## src/rtl/uart_tx_sequencer.sv

```systemverilog
// UART transmit sequencer: accepts one byte per valid/ready handshake and
// serialises it (start, 8 data LSB first, optional parity, 1-2 stop bits).
module uart_tx_sequencer #(
   parameter int unsigned BAUD_DIV  = 9600,
   parameter int unsigned PARITY    = 0,
   parameter int unsigned STOP_BITS = 1
) (
   input  logic       iClk,
   input  logic       iReset,
   input  logic [7:0] iData,
   input  logic       iValid,
   output logic       oReady,
   output logic       oTx,
   output logic       oBusy,
   output logic       oBaudTick
);

   localparam int unsigned CNT_W  = 14;
   localparam int unsigned IDX_W  = 3;
   localparam int unsigned DATA_W = 8;

   localparam logic [CNT_W-1:0] CNT_LAST  = CNT_W'(BAUD_DIV - 1);
   localparam logic [IDX_W-1:0] IDX_LAST  = IDX_W'(DATA_W - 1);
   localparam logic             STOP_LAST = 1'(STOP_BITS - 1);

   // Elaboration-time guards on the parameter set
   if (BAUD_DIV < 2 || BAUD_DIV > 16383) begin : g_bad_baud_div
      $error("uart_tx_sequencer: BAUD_DIV out of range 2..16383");
   end
   if (STOP_BITS < 1 || STOP_BITS > 2) begin : g_bad_stop_bits
      $error("uart_tx_sequencer: STOP_BITS must be 1 or 2");
   end
   if (PARITY > 2) begin : g_bad_parity
      $error("uart_tx_sequencer: PARITY must be 0, 1 or 2");
   end

   typedef enum logic [2:0] {
      ST_IDLE,
      ST_START,
      ST_DATA,
      ST_PARITY,
      ST_STOP
   } state_t;

   state_t              r_state;
   logic [CNT_W-1:0]    r_cnt;
   logic [IDX_W-1:0]    r_bit_idx;
   logic [DATA_W-1:0]   r_shift;
   logic                r_parity;
   logic                r_stop_idx;
   logic                r_tx;
   logic                r_ready;
   logic                r_busy;
   logic                r_tick;

   state_t              w_state_nxt;
   logic [CNT_W-1:0]    w_cnt_nxt;
   logic [IDX_W-1:0]    w_bit_idx_nxt;
   logic [DATA_W-1:0]   w_shift_nxt;
   logic                w_parity_nxt;
   logic                w_stop_idx_nxt;
   logic                w_tx_nxt;
   logic                w_ready_nxt;
   logic                w_busy_nxt;
   logic                w_tick_nxt;
   logic                w_accept;
   logic                w_tick;

   assign w_accept = iValid & r_ready;
   assign w_tick   = (r_state != ST_IDLE) && (r_cnt == CNT_LAST);

   // State and datapath registers
   always_ff @(posedge iClk or posedge iReset) begin
      if (iReset) begin
         r_state    <= ST_IDLE;
         r_cnt      <= '0;
         r_bit_idx  <= '0;
         r_shift    <= '0;
         r_parity   <= 1'b0;
         r_stop_idx <= 1'b0;
         r_tx       <= 1'b1;
         r_ready    <= 1'b1;
         r_busy     <= 1'b0;
         r_tick     <= 1'b0;
      end else begin
         r_state    <= w_state_nxt;
         r_cnt      <= w_cnt_nxt;
         r_bit_idx  <= w_bit_idx_nxt;
         r_shift    <= w_shift_nxt;
         r_parity   <= w_parity_nxt;
         r_stop_idx <= w_stop_idx_nxt;
         r_tx       <= w_tx_nxt;
         r_ready    <= w_ready_nxt;
         r_busy     <= w_busy_nxt;
         r_tick     <= w_tick_nxt;
      end
   end

   // Next-state, divider and line-level logic
   always_comb begin
      w_state_nxt    = r_state;
      w_bit_idx_nxt  = r_bit_idx;
      w_shift_nxt    = r_shift;
      w_parity_nxt   = r_parity;
      w_stop_idx_nxt = r_stop_idx;
      w_tx_nxt       = r_tx;

      if (r_state == ST_IDLE || w_tick) begin
         w_cnt_nxt = '0;
      end else begin
         w_cnt_nxt = r_cnt + CNT_W'(1);
      end

      case (r_state)
         ST_IDLE: begin
            w_tx_nxt = 1'b1;
            if (w_accept) begin
               w_shift_nxt    = iData;
               w_parity_nxt   = (PARITY == 2) ? ~(^iData) : (^iData);
               w_bit_idx_nxt  = '0;
               w_stop_idx_nxt = 1'b0;
               w_tx_nxt       = 1'b0;
               w_state_nxt    = ST_START;
            end
         end
         ST_START: begin
            if (w_tick) begin
               w_tx_nxt      = r_shift[0];
               w_shift_nxt   = {1'b0, r_shift[DATA_W-1:1]};
               w_bit_idx_nxt = '0;
               w_state_nxt   = ST_DATA;
            end
         end
         ST_DATA: begin
            if (w_tick) begin
               if (r_bit_idx == IDX_LAST) begin
                  w_stop_idx_nxt = 1'b0;
                  if (PARITY != 0) begin
                     w_tx_nxt    = r_parity;
                     w_state_nxt = ST_PARITY;
                  end else begin
                     w_tx_nxt    = 1'b1;
                     w_state_nxt = ST_STOP;
                  end
               end else begin
                  w_tx_nxt      = r_shift[0];
                  w_shift_nxt   = {1'b0, r_shift[DATA_W-1:1]};
                  w_bit_idx_nxt = r_bit_idx + IDX_W'(1);
               end
            end
         end
         ST_PARITY: begin
            if (w_tick) begin
               w_tx_nxt       = 1'b1;
               w_stop_idx_nxt = 1'b0;
               w_state_nxt    = ST_STOP;
            end
         end
         ST_STOP: begin
            w_tx_nxt = 1'b1;
            if (w_tick) begin
               if (r_stop_idx == STOP_LAST) begin
                  w_state_nxt = ST_IDLE;
               end else begin
                  w_stop_idx_nxt = 1'b1;
               end
            end
         end
         default: begin
            w_tx_nxt    = 1'b1;
            w_state_nxt = ST_IDLE;
         end
      endcase

      // Status and tick are registered from the next state so they line up
      // with the state register in the same cycle.
      w_ready_nxt = (w_state_nxt == ST_IDLE);
      w_busy_nxt  = (w_state_nxt != ST_IDLE);
      w_tick_nxt  = (w_state_nxt != ST_IDLE) && (w_cnt_nxt == CNT_LAST);
   end

   assign oReady    = r_ready;
   assign oTx       = r_tx;
   assign oBusy     = r_busy;
   assign oBaudTick = r_tick;

endmodule

```

## config.mk

```make
export PLATFORM = sky130hd
export DESIGN_NAME = uart_tx_sequencer
export DESIGN_NICKNAME = d
export VERILOG_FILES = /design/src/rtl/uart_tx_sequencer.sv
export SDC_FILE = /design/constraint.sdc
export NUM_CORES = 1
export LEC_CHECK = 0
export ABC_AREA = 1
export CORE_UTILIZATION = 35
export DETAILED_ROUTE_END_ITERATION = 6
export HOLD_SLACK_MARGIN = 0.08
export PLACE_DENSITY = 0.58
export SLEW_MARGIN = 10
export SYNTH_ARGS = -nofsm -noshare
export SYNTH_HDL_FRONTEND = slang
export SYNTH_SLANG_ARGS = --single-unit
export TNS_END_PERCENT = 5
```

## constraint.sdc

```tcl
create_clock -name iClk -period 2.3 [get_ports iClk]
set_clock_uncertainty 0.2 [all_clocks]
set_input_delay 0.46 -clock iClk [delete_from_list [all_inputs] [get_ports iClk]]
set_output_delay 0.46 -clock iClk [all_outputs]
set_load 0.05 [all_outputs]
```

-- Word level (Yosys, flattened, before mapping)
Cells that the tools add are included.
- word-level logic and storage cells: 70
- flip-flop bits (word level): 33
- output and inout bits: 4
- input bits: 11
- equal/unequal tests: 14
- bitwise gates (word level): 1
- $add $sub $neg: 2
- reduce and logical (&&, ||, !) cells: 12
- muxes and demuxes: 32
- operators with widths (operator ; number):
    3-bit 2-to-1 mux ; 11
    8-bit 2-to-1 mux ; 4
    14-bit == test (second input constant) ; 2
    8-bit one-hot mux with 3 select lines ; 1
    3-bit one-hot mux with 5 select lines ; 1
    14-bit by 1-bit adder with 14-bit output (second input constant) ; 1
    14-bit 2-to-1 mux ; 1
    2-bit != test (second input constant) ; 7
    1-bit 2-to-1 mux ; 11
    3-bit one-hot mux with 3 select lines ; 1
    3-bit nonzero test ; 3
    1-bit one-hot mux with 4 select lines ; 2
    3-bit by 2-bit == test with 1-bit output (second input constant) ; 2
    3-bit == test (second input constant) ; 2
    3-bit zero test ; 2
    6-bit AND reduction ; 1
    5-bit AND reduction ; 1
    4-bit nonzero test ; 1
    3-bit by 1-bit adder with 3-bit output (second input constant) ; 1
    3-bit by 1-bit == test with 1-bit output (second input constant) ; 1
    3-bit AND reduction ; 1
    1-bit logical AND ; 2
    1-bit bitwise AND ; 1
    1-bit logical OR ; 1

-- Depth between registers and ports, before layout
Gate-level depths: netlist of the first run.
- depth in word-level cells: 6
- gate-level depth with buffers: 11
- gate-level depth less buffers: 11

-- Worst setup path before layout of the first run
Ideal clock, no wire load.
- path type: reg-to-reg
- start: register r_cnt[0]
- end: register r_shift[0]
- stages on the path, launching flop included: 11
- setup slack: 0.323 ns
- data required time: 1.975 ns
- path buffers: 1
- arrival: 1.652 ns
- period minus slack after synthesis: 1.977 ns
- library setup time: 0.125 ns
- path through: dfrtp_1 > ha_1 > nand3_2 > nor2_4 > nand3_4 > or2_1 > nand2_1 > nand2_2 > buf_2 > nand2_1 > o31ai_2
- word-level cells in the longest chain between the ends: 4
- elaborated cells on any way between the ends: 5
- classes of those cells: 3 x eq/ne; 2 x reduce/logical
- RTL lines (what ; line ; source):
    from (decl) ; 46 ; logic [CNT_W-1:0] r_cnt;
    from (signal assigned) ; 87 ; r_cnt <= w_cnt_nxt;
    14-bit == test (*) ; 70 ; assign w_tick = (r_state != ST_IDLE) && (r_cnt == CNT_LAST);
    1-bit logical AND (*) ; 70 ;
    2-bit != test (no source line) ; n/a ;
    5-bit AND reduction (no source line) (*) ; n/a ;
    to (signal assigned) ; 89 ; r_shift <= w_shift_nxt;
    to (decl) ; 48 ; logic [DATA_W-1:0] r_shift;
Every way passes the cells marked *; elsewhere a longest branch is shown, timed or not.
A chain may end at the register's enable or synchronous reset.

-- Final worst setup path of the first run
- start: register r_cnt[1]
- end: register r_tick (netlist: oBaudTick)
- word-level cells in the longest chain between the ends: 6
- elaborated cells on any way between the ends: 13
- classes of those cells: 1 x add/sub; 2 x eq/ne; 6 x mux; 4 x reduce/logical
- RTL lines (what ; line ; source):
    14-bit == test (*) ; 70 ;
    1-bit logical AND (*) ; 70 ;
    3-bit 2-to-1 mux, on equally long branches ; n/a ;
    3-bit one-hot mux with 5 select lines (*) ; 114 ; case (r_state)
    named net w_state_nxt[2] ; 56 ; state_t w_state_nxt;
    3-bit nonzero test (*) ; 179 ; w_tick_nxt = (w_state_nxt != ST_IDLE) && (w_cnt_nxt == CNT_LAST);
    1-bit logical AND (*) ; 179 ;
    named net w_tick_nxt ; 65 ; logic w_tick_nxt;
    to (signal assigned) ; 95 ; r_tick <= w_tick_nxt;
    to (decl) ; 54 ; logic r_tick;
The timed path passes the listed nets; every way through them passes the cells marked *.

==> summary.md, run 1 <==
| Metric | Value |
|---|---|
| Main synth FF type | `dfrtp_1` |
| Layout cells sized above 1 | `0.115` |
| Initial antenna violation count | `0` |
| CP top delay family | `simple AND/OR/NAND/NOR gates` |
| CTS H-tree depth | `2` |
| DR pass1 iterations | `4` |
| Worst path bufs/invs | `1` |
| Most common cell in the synthesized netlist | `nand2_1` |
| Root Buffer | `clkbuf_8` |
| Reg2reg end | `oBaudTick$_DFF_PP0_` |
| Pwr Total | `1.04 mW` |
| Dpl hpwl | `2.71 mm` |
| CP peak stage delay | `0.37 ns` |
| Congestion Overflow GR | `0` |
| CTS tree | `built` |
| FF-to-FF path depth | `11` |
| Status | `complete, no violations` |
| Worst Setup End Kind | `flop` |
| Max_cap viols | `0` |
| Pre-CTS setup slack | `0.118 ns` |
| Hold Fails Final Rpt | `0` |
| Clk sink count | `32` |
| CP Data Arrival Time | `2.04 ns` |
| PortBufs | `14` |
| YS warnings | `0` |
| Largest area contributor in the netlist | `dfrtp_1` |
| Leak Pwr | `1.09 nW` |
| Largest net degree at the start of global routing | `33` |
| Syn nets | `256` |
| Post-synthesis cell type count | `29` |
| Fillers | `490` |
| Die Area | `0.00543 sq mm` |
| Final net count | `282` |
| Row Count | `25` |
| Number of diodes | `0` |
| Critical Path RT | `2.27 ns` |
| Core Region | `0.00485 sq mm` |
| Slew Viols, Final | `0` |
| CP max-delay cell | `dfrtp_1` |
| Netlist Area Pre-Place | `0.00180 sq mm` |
| Slew @ Worst Pin | `0.488 ns` |
| Hold_sp | `r_shift[1]$_DFFE_PP0P_` |
| Worst r2r src | `r_cnt[1]$_DFF_PP0_` |
| Area Overhead vs Synth | `20.7%` |
| Final GP Congestion | `0.867` |
| Worst hold path depth | `2` |
| Effective utilization at floorplan | `0.371` |
| DRC errors left | `0` |
| Worst vdd ir | `0.186 mV` |
| IO Pins | `15` |
| Met1 WL | `1.90 mm` |
| Max Buffers Root-to-Sink | `2` |
| Crit path kind | `reg -> reg` |
| Routed length on met2 | `1.55 mm` |
| Synth top cells by count | `71 x nand2_1, 46 x nor2_1, 30 x dfrtp_1, 29 x inv_1, 14 x nand3_1` |
| First-pass GRT wire length | `6.62 mm` |
| Final cell count without fillers | `336` |
| Via/cell ratio | `4.59` |
| Fin area | `0.00217 sq mm` |
| Crit Path Max Fanout | `5` |
| Hold EP | `r_shift[1]$_DFFE_PP0P_` |
| Hold slack | `0.288 ns` |
| Vias | `1543` |
| Highest routed layer | `met4` |
| Setup TNS | `0 ns` |
| Final setup fails | `0` |
| Max Clock Freq | `483 MHz` |
| Cell Chain, Critical Path | `ha_1 -> nand3_2 -> nor2_4 -> nand3_4 -> buf_4 -> nand2_1 -> o21ai_0 -> nand2_1 -> o21ai_0 -> nor2_1 -> nor2_1` |
| RSZ-0062 raised after global routing | `no` |
| Cell area power density | `479 mW/mm^2` |
| Tmin final | `2.07 ns` |
| Die height | `73.7 um` |
| DRT iter0 DRCs | `111` |
| CP startpoint kind | `flop` |
| Clk Latency, worst-skew pair | `0.28 ns` |
| Clock buffer count from CTS | `5` |
| Routed wire length | `3.62 mm` |
| Final worst slack | `0.228 ns` |
| Area share of the largest cell type after synthesis | `0.417` |
| Clk slew on worst S/H paths | `0.07 ns` |
| Register Area | `803 sq um` |
| HP Class | `reg -> reg` |
| Synth Register Bits | `32` |
| Total track usage | `0.160` |
| Multi-input combinational cell area | `868 sq um` |
| Placed cell area | `0.00207 sq mm` |
| Placed Cells | `328` |
| Core Util, Final | `0.448` |
| Die Wd | `73.7 um` |
| Routed Antenna Nets | `0` |
| Gate Count Post-Synth | `242` |
| Routed wire length per instance | `10.8 um` |
| EDFF count, synth | `0` |
| Syn avg cell area | `7.43 sq um` |
| Max_slew headroom | `0.674` |
| Met3 wire len | `139 um` |
| Fin crit share | `0.901` |
| Setup bufs post-CTS | `0` |
| Synth area leaders | `dfrtp_1 42%, nand2_1 15%, nor2_1 9.6%` |
| Sequential area share after synthesis | `0.446` |
| Post-synth ARST share | `1.00` |
| Vias in the first global route | `1419` |
| R2R Setup Slk | `0.23 ns` |
-- logic make-up (layout without fill, tap and decap cells) --
logic type	count (synthesis)	count (layout)	synth area share
AO/OA/AOI/OAI	27	27	0.108
XOR/XNOR	1	1	0.00487
adder cells (fa/ha/maj)	3	3	0.0209
buffers and inverters	33	60	0.0737
flip-flops	32	32	0.446
AND/OR/NAND/NOR	146	146	0.346
-- worst max path at each step --
stage,start,end,depth (start not counted)
global placement,r_cnt[1]$_DFF_PP0_,r_shift[2]$_DFFE_PP0P_,8
finish,r_cnt[1]$_DFF_PP0_,oBaudTick$_DFF_PP0_,11
global route,r_cnt[1]$_DFF_PP0_,oBaudTick$_DFF_PP0_,11
floorplan,r_cnt[0]$_DFF_PP0_,r_shift[0]$_DFFE_PP0P_,10
detailed placement,r_cnt[1]$_DFF_PP0_,r_shift[2]$_DFFE_PP0P_,8
CTS,r_cnt[1]$_DFF_PP0_,r_shift[2]$_DFFE_PP0P_,8
-- report_power, final --
part           switching [mW]  total, mW  internal, mW
registers                   0      0.563         0.563
clock network           0.208      0.447         0.238
logic                  0.0131     0.0314        0.0183
-- state kept, by name (all words and copies together), names as in the netlist --
register	count
r_cnt	14
r_shift	8
r_bit_idx	3
r_state	3
oBaudTick	1
oBusy	1
oReady	1
oTx	1
-- placed cells by master, fill, tap and decap left out, types with 2 or more instances in the layout --
master	Yosys	final
a21oi_1	9	9
dfrtp_1	30	30
dfstp_2	2	2
o21ai_0	4	4
clkdlybuf4s50_1	0	12
inv_1	29	29
nand3_1	14	14
o21ai_1	3	3
nand2_1	71	71
clkbuf_8	0	6
nand4_1	5	5
ha_1	3	3
nand3b_1	2	2
clkinv_2	0	2
o31ai_2	6	6
nor3_1	2	2
nor2_1	46	46
buf_4	0	10
-- worst register-to-register path, delay by kind of cell (launching register included) --
family | cells | cell delay [ns]
simple gates | 7 | 0.83
flops | 1 | 0.37
fa+ha+maj | 1 | 0.24
compound gates | 2 | 0.17
buf+inv | 1 | 0.16
-- metal layers --
metal  global-route usage  vias to the layer above
met3               0.0494                        2
met1                0.221                      686
met4               0.0598                        0
met5                    0                        -
li1                     -                      823
met2                0.233                       32
-- repair_timing --
| action | in CTS | in global routing |
|---|---|---|
| hold buffers | 0 | 0 |
| setup endpoints to repair | 0 | 11 |
| resized for setup | 0 | 1 |
-- final cells by class --
| type | count | area share |
|---|---|---|
| clock buffer | 6 | 0.0380 |
| clock inverter | 2 | 0.00461 |
| inverter | 29 | 0.0501 |
| multi-input combinational | 177 | 0.400 |
| sequential | 32 | 0.370 |
| tap | 67 | 0.0386 |
| timing repair buffer | 23 | 0.0991 |
(Power assumes the default switching activity.)
==> run 2, diff against run 1 <==
--- a/config.mk
+++ b/config.mk
@@ -8,7 +8,7 @@
 export ABC_AREA = 1
 export CORE_UTILIZATION = 35
 export DETAILED_ROUTE_END_ITERATION = 6
-export HOLD_SLACK_MARGIN = 0.08
+export HOLD_SLACK_MARGIN = 0.15
 export PLACE_DENSITY = 0.58
 export SLEW_MARGIN = 10
 export SYNTH_ARGS = -nofsm -noshare
==> results of run 2 <==
The final DEF is identical to that of run 1; final timing and power are the same.
==> run 3, diff against run 2 <==
--- a/config.mk
+++ b/config.mk
@@ -9,7 +9,7 @@
 export CORE_UTILIZATION = 35
 export DETAILED_ROUTE_END_ITERATION = 6
 export HOLD_SLACK_MARGIN = 0.15
-export PLACE_DENSITY = 0.58
+export PLACE_DENSITY = 0.6
 export SLEW_MARGIN = 10
 export SYNTH_ARGS = -nofsm -noshare
 export SYNTH_HDL_FRONTEND = slang
==> constraint.sdc (replaced) <==
create_clock -name iClk -period 1.76 [get_ports iClk]
set_clock_uncertainty 0.2 [all_clocks]
set_input_delay 0.352 -clock iClk [delete_from_list [all_inputs] [get_ports iClk]]
set_output_delay 0.352 -clock iClk [all_outputs]
set_load 0.05 [all_outputs]
==> run 3 against run 2 <==
The run now ends with negative setup slack left; sequential power increased by 31%; register-to-register slack got worse by 0.35 ns; highest routed layer unchanged; worst hold slack got worse by 0.095 ns; sequential cell count unchanged; via count increased by 8.6%; final area increased by 16%; largest power group unchanged; non-clock buffer count increased by 32; critical path depth decreased by 2; sequential share of layout area decreased by 5.2 points.
==> summary.md, run 3 (synthesized netlist as in run 1, its figures left out) <==
| Metric | Value |
|---|---|
| Congestion Overflow GR | `0 (unchanged)` |
| Row Count | `25 (unchanged)` |
| Commonest non-fill, non-tap cell in the layout | `nand2_1` |
| Clock buffer count from CTS | `5 (unchanged)` |
| Routed Antenna Nets | `0 (unchanged)` |
| Final net count | `314 (+11%)` |
| Max Clock Freq | `531 MHz (+10%)` |
| Die Wd | `73.7 um (unchanged)` |
| Critical Path RT | `1.76 ns (-0.51 ns)` |
| Clk Latency, worst-skew pair | `0.29 ns (about the same)` |
| Vias in the first global route | `1568 (+11%)` |
| CTS tree | `built` |
| CP top delay family | `simple AND/OR/NAND/NOR gates` |
| Initial antenna violation count | `0 (unchanged)` |
| Crit Path Max Fanout | `21 (+16)` |
| Switch share | `0.200 (-0.0126)` |
| Final worst slack | `-0.124 ns (-0.352 ns)` |
| Die Area | `0.00543 sq mm (unchanged)` |
| Hold Fails Final Rpt | `0 (unchanged)` |
| Root Buffer | `clkbuf_8` |
| Status | `finished, violations left` |
| Routed wire length per instance | `10.9 um (+0.87%)` |
| CTS H-tree depth | `2 (unchanged)` |
| Hold slack | `0.193 ns (-0.0953 ns)` |
| Core Region | `0.00485 sq mm (unchanged)` |
| CP Data Arrival Time | `1.88 ns (-0.16 ns)` |
| Register Area | `803 sq um (unchanged)` |
| Core Util, Final | `0.521 (+0.0728)` |
| Total track usage | `0.173 (+0.0133)` |
| Post-CTS Hold Fix Bufs | `0 (unchanged)` |
| Dpl hpwl | `3.06 mm (+13%)` |
| Switching power | `0.295 mW (+33%)` |
| Die height | `73.7 um (unchanged)` |
| Area Overhead vs Synth | `40.3%` |
| IO Pins | `15 (unchanged)` |
| Leak Pwr | `1.26 nW (+16%)` |
| Combinational fraction of design power | `0.028 (-0.002)` |
| Slew Viols, Final | `0 (unchanged)` |
| Fin crit share | `1.07 (+0.169)` |
| CP peak stage delay | `0.39 ns (+0.02 ns)` |
| DR pass1 iterations | `4 (unchanged)` |
| Routed wire length | `4.00 mm (+10%)` |
| Layout cells sized above 1 | `0.243 (+0.127)` |
| Final setup fails | `13 (+13)` |
| Multi-input combinational cell area | `905 sq um (+4.2%)` |
| R2R Setup Slk | `-0.12 ns (-0.35 ns)` |
| Max_cap viols | `0 (unchanged)` |
| Cell area power density | `584 mW/mm^2 (+22%)` |
| Setup TNS | `-1.24 ns (-1.24 ns)` |
| Pwr Total | `1.47 mW (+42%)` |
| Placed cell area | `0.00239 sq mm (+15%)` |
| HP Class | `in -> async` |
| Commonest cells after routing, fill and taps aside | `71 x nand2_1, 42 x nor2_1, 39 x buf_4` |
| Vias | `1675 (+8.6%)` |
| Worst vdd ir | `0.267 mV (+43%)` |
| Pint | `1.18 mW (+44%)` |
| Crit path kind | `reg -> reg` |
| Largest net degree at the start of global routing | `33 (unchanged)` |
| Via/cell ratio | `4.55 (-0.88%)` |
| Clk slew on worst S/H paths | `0.07 ns (about the same)` |
| Violated checks | `negative setup slack` |
| DRC errors left | `0 (unchanged)` |
| RSZ-0062 raised after global routing | `yes` |
| Worst path bufs/invs | `1 (unchanged)` |
| Tmin final | `1.88 ns (-0.188 ns)` |
| Biggest regs | `r_cnt x14, r_shift x8` |
| Worst Setup End Kind | `flop` |
| Fin area | `0.00252 sq mm (+16%)` |
| Cell Chain, Critical Path | `ha_4 -> nand3_4 -> nor2_4 -> nand3_4 -> or2_1 -> nand2_1 -> nand2_2 -> buf_12 -> o31ai_2` |
| Fillers | `457 (-6.7%)` |
| Critical Path Most Common Cell | `nand3_4` |
| Effective utilization at floorplan | `0.371 (unchanged)` |
| DRT iter0 DRCs | `54 (-51%)` |
| Number of diodes | `0 (unchanged)` |
| Final GP Congestion | `0.854 (-1.4%)` |
| Clock share of power | `0.473 (+0.044)` |
| Max reg flops | `14 (unchanged)` |
| Max_slew headroom | `0.806 (+0.132)` |
| CP startpoint kind | `flop` |
| Clk sink count | `32 (unchanged)` |
| Reg with most FFs | `r_cnt` |
| CP max-delay cell | `dfrtp_1` |
| Seq pwr share | `0.499 (-0.042)` |
| Max Buffers Root-to-Sink | `2 (unchanged)` |
| PortBufs | `14 (unchanged)` |
| Slew @ Worst Pin | `0.290 ns (-0.198 ns)` |
| First-pass GRT wire length | `7.00 mm (+5.7%)` |
[run 3: changes by cell type in the layout (fill, tap and decap cells not counted), sizes merged]
cell,delta
clkdlybuf4s50,-2
clkinv,-1
bufinv,+1
inv,-1
buf,+34
clkinvlp,+1
[run 3: per-stage QoR]
step                setup slack [ns]  instances
global placement              -0.128        360
global route                  -0.245        368
CTS                           -0.131        368
floorplan                     -0.172        242
detailed placement            -0.141        360
finish                        -0.124        368
[run 3: power by group through the flow]
| stage | registers (mW) | clock network, mW | logic, mW |
|---|---|---|---|
| final | 0.735 | 0.697 | 0.0420 |
| after detailed placement | 0.749 | 0 | 0.0438 |
| after CTS | 0.735 | 0.721 | 0.0440 |
| after floorplan | 0.749 | 0 | 0.0109 |
| after global routing | 0.735 | 0.749 | 0.0478 |
| after global placement | 0.749 | 0 | 0.0437 |
[run 3: timing repair]
action | in CTS | in global routing
setup endpoints to repair | 13 | 27
hold endpoints to repair | 0 | 0
resized for setup | 1 | 7
pin swaps | 1 | 1
setup buffers | 0 | 0
[run 3: path summary, 6_finish.rpt]
kind | startpoint | endpoint | cells after the start
max in group asynchronous | iReset | oReady$_DFF_PP1_ | 3
worst min register to register | r_shift[2]$_DFFE_PP0P_ | r_shift[2]$_DFFE_PP0P_ | 2
worst min-delay path | iReset | r_shift[7]$_DFFE_PP0P_ | 3
min in group iClk | r_shift[2]$_DFFE_PP0P_ | r_shift[2]$_DFFE_PP0P_ | 2
worst max-delay path | r_cnt[1]$_DFF_PP0_ | r_shift[1]$_DFFE_PP0P_ | 9
worst max register to register | r_cnt[1]$_DFF_PP0_ | r_shift[1]$_DFFE_PP0P_ | 9
[run 3: per-layer routing]
metal  vias to the layer above  wire (um)  global-route usage
li1                        891          -                   -
met1                       749       1970               0.222
met2                        27       1840               0.276
met3                         8         87              0.0288
met4                         0         99              0.0962
met5                         -          0                   0
[run 3: cell type report]
| cell class | instances | share of cell area |
|---|---|---|
| multi-input combinational | 177 | 0.358 |
| inverter | 29 | 0.0446 |
| tap | 67 | 0.0332 |
| clock buffer | 6 | 0.0287 |
| sequential | 32 | 0.318 |
| timing repair buffer | 55 | 0.203 |
| clock inverter | 2 | 0.0139 |
[run 3: worst min-delay path, stage by stage]
cell and delay [ns]:
clkdlybuf4s50_1 0.39, inv_1 0.09, buf_12 0.21
